===== src/rtl/vga_scanout.sv =====
// vga_scanout: 640x480 VGA timing generator. It scans a 160x120 3-bit framebuffer
// held in synchronous RAM and shows each framebuffer pixel as a 4x4 block.
// Ports: CLOCK_50/resetn (sync, active-low); rd_addr/rd_data to the framebuffer RAM;
// VGA_R/G/B, VGA_HS/VS, VGA_BLANK_N, VGA_SYNC_N and VGA_CLK to the DAC; frame_start pulse.
module vga_scanout #(
   parameter int H_VISIBLE   = 640,
   parameter int V_VISIBLE   = 480,
   parameter int SCALE_SHIFT = 2
) (
   input  logic        CLOCK_50,
   input  logic        resetn,
   output logic [14:0] rd_addr,
   input  logic [2:0]  rd_data,
   output logic [7:0]  VGA_R,
   output logic [7:0]  VGA_G,
   output logic [7:0]  VGA_B,
   output logic        VGA_HS,
   output logic        VGA_VS,
   output logic        VGA_BLANK_N,
   output logic        VGA_SYNC_N,
   output logic        VGA_CLK,
   output logic        frame_start
);

   // Porch and sync widths are fixed; only the visible extent is a parameter.
   localparam logic [9:0] H_VIS  = 10'(H_VISIBLE);
   localparam logic [9:0] H_SS   = 10'(H_VISIBLE + 16);
   localparam logic [9:0] H_SE   = 10'(H_VISIBLE + 112);
   localparam logic [9:0] H_LAST = 10'(H_VISIBLE + 159);
   localparam logic [9:0] V_VIS  = 10'(V_VISIBLE);
   localparam logic [9:0] V_SS   = 10'(V_VISIBLE + 10);
   localparam logic [9:0] V_SE   = 10'(V_VISIBLE + 12);
   localparam logic [9:0] V_LAST = 10'(V_VISIBLE + 44);

   logic        pix_en;
   logic [9:0]  hcnt;
   logic [9:0]  vcnt;
   logic [9:0]  h_nxt;
   logic [9:0]  v_nxt;
   logic        h_end;
   logic        v_end;
   logic        vis_cur;
   logic        vis_nxt;
   logic        hs_cur;
   logic        vs_cur;
   logic [14:0] fb_x;
   logic [14:0] fb_y;
   logic [14:0] addr_nxt;

   assign h_end   = (hcnt == H_LAST);
   assign v_end   = (vcnt == V_LAST);
   assign vis_cur = (hcnt < H_VIS) && (vcnt < V_VIS);
   assign vis_nxt = (h_nxt < H_VIS) && (v_nxt < V_VIS);
   assign hs_cur  = (hcnt >= H_SS) && (hcnt < H_SE);
   assign vs_cur  = (vcnt >= V_SS) && (vcnt < V_SE);

   always_comb begin
      h_nxt = hcnt;
      v_nxt = vcnt;
      if (pix_en) begin
         if (h_end) begin
            h_nxt = '0;
            v_nxt = v_end ? '0 : vcnt + 10'd1;
         end else begin
            h_nxt = hcnt + 10'd1;
         end
      end
   end

   // The address follows the counters into their new value so the RAM has
   // the whole pixel period; the colour register then samples rd_data at the
   // end of that period, together with the sync and blank flags.
   assign fb_x     = 15'(h_nxt >> SCALE_SHIFT);
   assign fb_y     = 15'(v_nxt >> SCALE_SHIFT);
   assign addr_nxt = (fb_y << 7) + (fb_y << 5) + fb_x;

   always_ff @(posedge CLOCK_50) begin
      if (!resetn) begin
         pix_en      <= 1'b0;
         hcnt        <= '0;
         vcnt        <= '0;
         rd_addr     <= '0;
         VGA_R       <= '0;
         VGA_G       <= '0;
         VGA_B       <= '0;
         VGA_HS      <= 1'b1;
         VGA_VS      <= 1'b1;
         VGA_BLANK_N <= 1'b0;
         frame_start <= 1'b0;
      end else begin
         pix_en      <= ~pix_en;
         hcnt        <= h_nxt;
         vcnt        <= v_nxt;
         frame_start <= pix_en & h_end & v_end;
         if (pix_en) begin
            rd_addr     <= vis_nxt ? addr_nxt : '0;
            VGA_R       <= {8{vis_cur & rd_data[2]}};
            VGA_G       <= {8{vis_cur & rd_data[1]}};
            VGA_B       <= {8{vis_cur & rd_data[0]}};
            VGA_HS      <= ~hs_cur;
            VGA_VS      <= ~vs_cur;
            VGA_BLANK_N <= vis_cur;
         end
      end
   end

   assign VGA_SYNC_N = 1'b0;
   assign VGA_CLK    = pix_en;

endmodule


===== config.mk =====
export PLATFORM = sky130hd
export DESIGN_NAME = vga_scanout
export DESIGN_NICKNAME = d
export VERILOG_FILES = /design/src/rtl/vga_scanout.sv
export SDC_FILE = /design/constraint.sdc
export NUM_CORES = 1
export LEC_CHECK = 0
export ABC_AREA = 1
export BUFFER_PORTS_ARGS = -buffer_cell sky130_fd_sc_hd__buf_2
export CORE_UTILIZATION = 54
export CTS_CLUSTER_DIAMETER = 100
export DETAILED_ROUTE_END_ITERATION = 8
export PLACE_DENSITY = 0.87
export SLEW_MARGIN = 25
export SYNTH_ARGS = -nofsm -noshare
export SYNTH_HDL_FRONTEND = slang
export SYNTH_SLANG_ARGS = --single-unit

===== constraint.sdc =====
create_clock -name CLOCK_50 -period 8.8 [get_ports CLOCK_50]
set_clock_uncertainty 0.05 [all_clocks]
set_input_delay 0 -clock CLOCK_50 [delete_from_list [all_inputs] [get_ports CLOCK_50]]
set_output_delay 0 -clock CLOCK_50 [all_outputs]
set_load 0.05 [all_outputs]

==> impl_results.md <==
* Path type of the worst min-delay path: in2reg
* Hold_buf cts at 3
* Cell Rows at 25
* Layout net count at 423
* Ports at 50
* Largest register FFs at 15
* Leading cell type in the layout, fill and taps excluded: nand2_1
* Die height at 72.7 µm
* Final wirelength at 5600 µm
* Clock-pin slew on the worst setup and hold paths at 80 ps
* DP HPWL at 4200 µm
* Number of port buffers at 48
* Clk root buf: clkbuf_8
* Worst-skew pair later-pin latency at 300 ps
* Max Buffers Root-to-Sink at 2
* GP Congestion at 0.946
* Commonest non-fill, non-tap cells in the layout: nand2_1 (83), buf_2 (48), inv_1 (46)
* Top reg by flops: rd_addr
* Max capacitance violation total at 0
* DRC at 0
* # clock sinks at 43
* Distinct cell type count after synthesis at 37
* Tightest Pin Transition at 554 ps
* Setup Buffers After CTS at 0
* Minimum clock period at 3690 ps
* Vias at 2353
* Maximum fanout along the worst path at 17
* Share of post-route cells with drive strength above 1 at 21.1%
* Vias in the first global route at 2162
* Post-synth net total at 393
* Die area at 5280 µm²
* First-pass GRT wire length at 9000 µm
* Die X at 72.7 µm
* Routed WL per cell at 12.0 µm
* Leakage at 1.53 nW
* Diodes inserted at 0
* Worst Path Buf+Inv at 3
* Slew Viols, Final at 0
* DR iter-0 viols at 117
* Slowest CP cell: fa_1
* Slew HR at 62.8%
* Post-route setup TNS at 0 ps
* Worst setup EP type: flop
* # setup viols final at 0
* Period utilization at 41.9%
* Synth-to-Final Area Change at 8.49%
* Post-Synthesis Cells at 367
* Crit path kind: reg2reg
* CP required at 8950 ps
* Critical Path Source Type: flop
* CTS tree: yes
* Status: complete, no violations
* Initial antenna violation count at 0
* Mapped Avg Cell Area at 7.35 µm²
* GRT Overall Usage at 21.8%
* Total gr overflow at 0
* Final Hold Viols at 0
* Num CTS Buffers at 5
* Seq cells post-synth at 43
* Biggest regs: rd_addr (15), hcnt (10), vcnt (10)
* Mapped Area at 2700 µm²
* Largest net degree at the start of global routing at 21
* Max stage delay on crit path at 450 ps
* Seq/Total Area, Yosys at 31.9%
* CP delay by family, top: simple AND/OR/NAND/NOR gates
* CTS H-tree lvls at 2
* Most used cell along the critical path: inv_1
* Resized cells post-CTS at 0
* F_max at 271 MHz
* Register area at 861 µm²
* PD cells at 128 nW/µm²
* Setup repair after global routing missed its margin: no
* Synthesis warning total at 0
* Area of the multi-input gates at 1430 µm²
* Drt pass-1 iters at 4
* Worst path cell trace: ha_1, nand2_1, nor2_4, nand2_4, nor2_8, nand3_1, o21ai_0, inv_1, a21oi_1, ha_1, inv_1, fa_1, o21ai_0, a21oi_1, nor2_1, nor2_1, xor2_1, inv_1, nand3_2, nand2_1
* Vias per inst at 5.06
* WP data arrival at 3840 ps
* Filler instances at 422
* Starting density of the core at 56.7%
* Final hold slack at 51.2 ps
* Max VDD drop at 121 µV
* Core area at 4750 µm²
* Antenna-violating nets left at 0
[power by group]
group / leakage, nW / total [W] / internal [W] / switching [W]
clock network: 0.0412 / 0.000125 / 0.0000555 / 0.0000698
logic: 1.14 / 0.0000478 / 0.00000900 / 0.0000388
registers: 0.348 / 0.000200 / 0.000197 / 0.00000344
total: 1.53 / 0.000373 / 0.000261 / 0.000112
[cells by family after synthesis]
kind of cell	after synthesis	share of synthesized area, %
simple gates	180	32.9
buf+inv	80	15.2
flops	43	31.9
compound gates	34	7.28
fa+ha+maj	21	10.0
xor+xnor	8	2.60
other cells	1	0.139
[per-stage QoR]
stage	total power [W]	area [µm²]	instances	setup WS, ps	util [%]
finish	0.000373	2930	465	5110	61.6
global route	0.000389	2930	465	4830	61.6
CTS	0.000373	2930	465	5150	61.6
detailed placement	0.000251	2810	454	5210	59.1
global placement	0.000251	2810	454	5410	59.1
floorplan	0.000250	2700	367	5530	-
[worst min-delay path, cell delays in order]
cell and delay [ps]:
buf_2 210, nand3_2 110, nand2_1 40
[synth_stat cells]
library cell  count  area (µm²)
o32a_1            1        10.0
nor4_1            3        18.8
inv_1            46         173
or2_1             1        6.26
nand3b_1          1        7.51
nor2_1           28         105
buf_8             1        15.0
nand3_1          23         115
inv_2             3        11.3
xnor2_1           2        17.5
dfxtp_1          43         861
fa_1              1        20.0
nand3_2           9        90.1
nor2_2            3        18.8
clkbuf_1          3        11.3
nor3_1            9        45.0
nor2_8            1        20.0
nor2_4            3        33.8
nand2_1          83         312
buf_6             1        11.3
o311ai_0          1        8.76
xor2_1            6        52.6
o21bai_1          1        7.51
ha_1             20         250
a21oi_2           1        8.76
or2_2             1        6.26
o22ai_1           2        12.5
nand2_2           4        25.0
nand2_4           3        33.8
o221ai_1          1        8.76
a211oi_1          2        15.0
clkinv_1          2        7.51
nand4_1           8        50.1
a21oi_1          15        75.1
buf_4            24         180
o21ai_0          10        50.1
conb_1            1        3.75
[final timing paths]
check	startpoint	end	slack [ps]	cells after the start
worst max-delay path	hcnt[0]	rd_addr[12]	5110	20
worst min register to register	rd_addr[6]	rd_addr[6]	400	2
worst max register to register	hcnt[0]	rd_addr[12]	5110	20
worst min-delay path	resetn	rd_addr[5]	50	3
[final cells by class]
cell class                      count  share of cell area [%]
Multi-Input combinational cell    244                    48.8
Tap cell                           67                    2.86
Clock inverter                      2                   0.428
Timing Repair Buffer               52                    9.49
Sequential cell                    43                    29.4
Clock buffer                        6                    2.48
Inverter                           51                    6.54
[metal layers]
layer  routed length (µm)  GRT usage (%)  part of all wire [%]  up-vias
met5                    0              0                     0        -
met4                   57           6.97                   1.0        0
met3                  227           6.08                   4.1        8
met2                 2810           38.6                    50       52
met1                 2500           25.3                    45     1074
li1                     -              -                     -     1219
No activity file was read; power rests on OpenSTA's default activity.
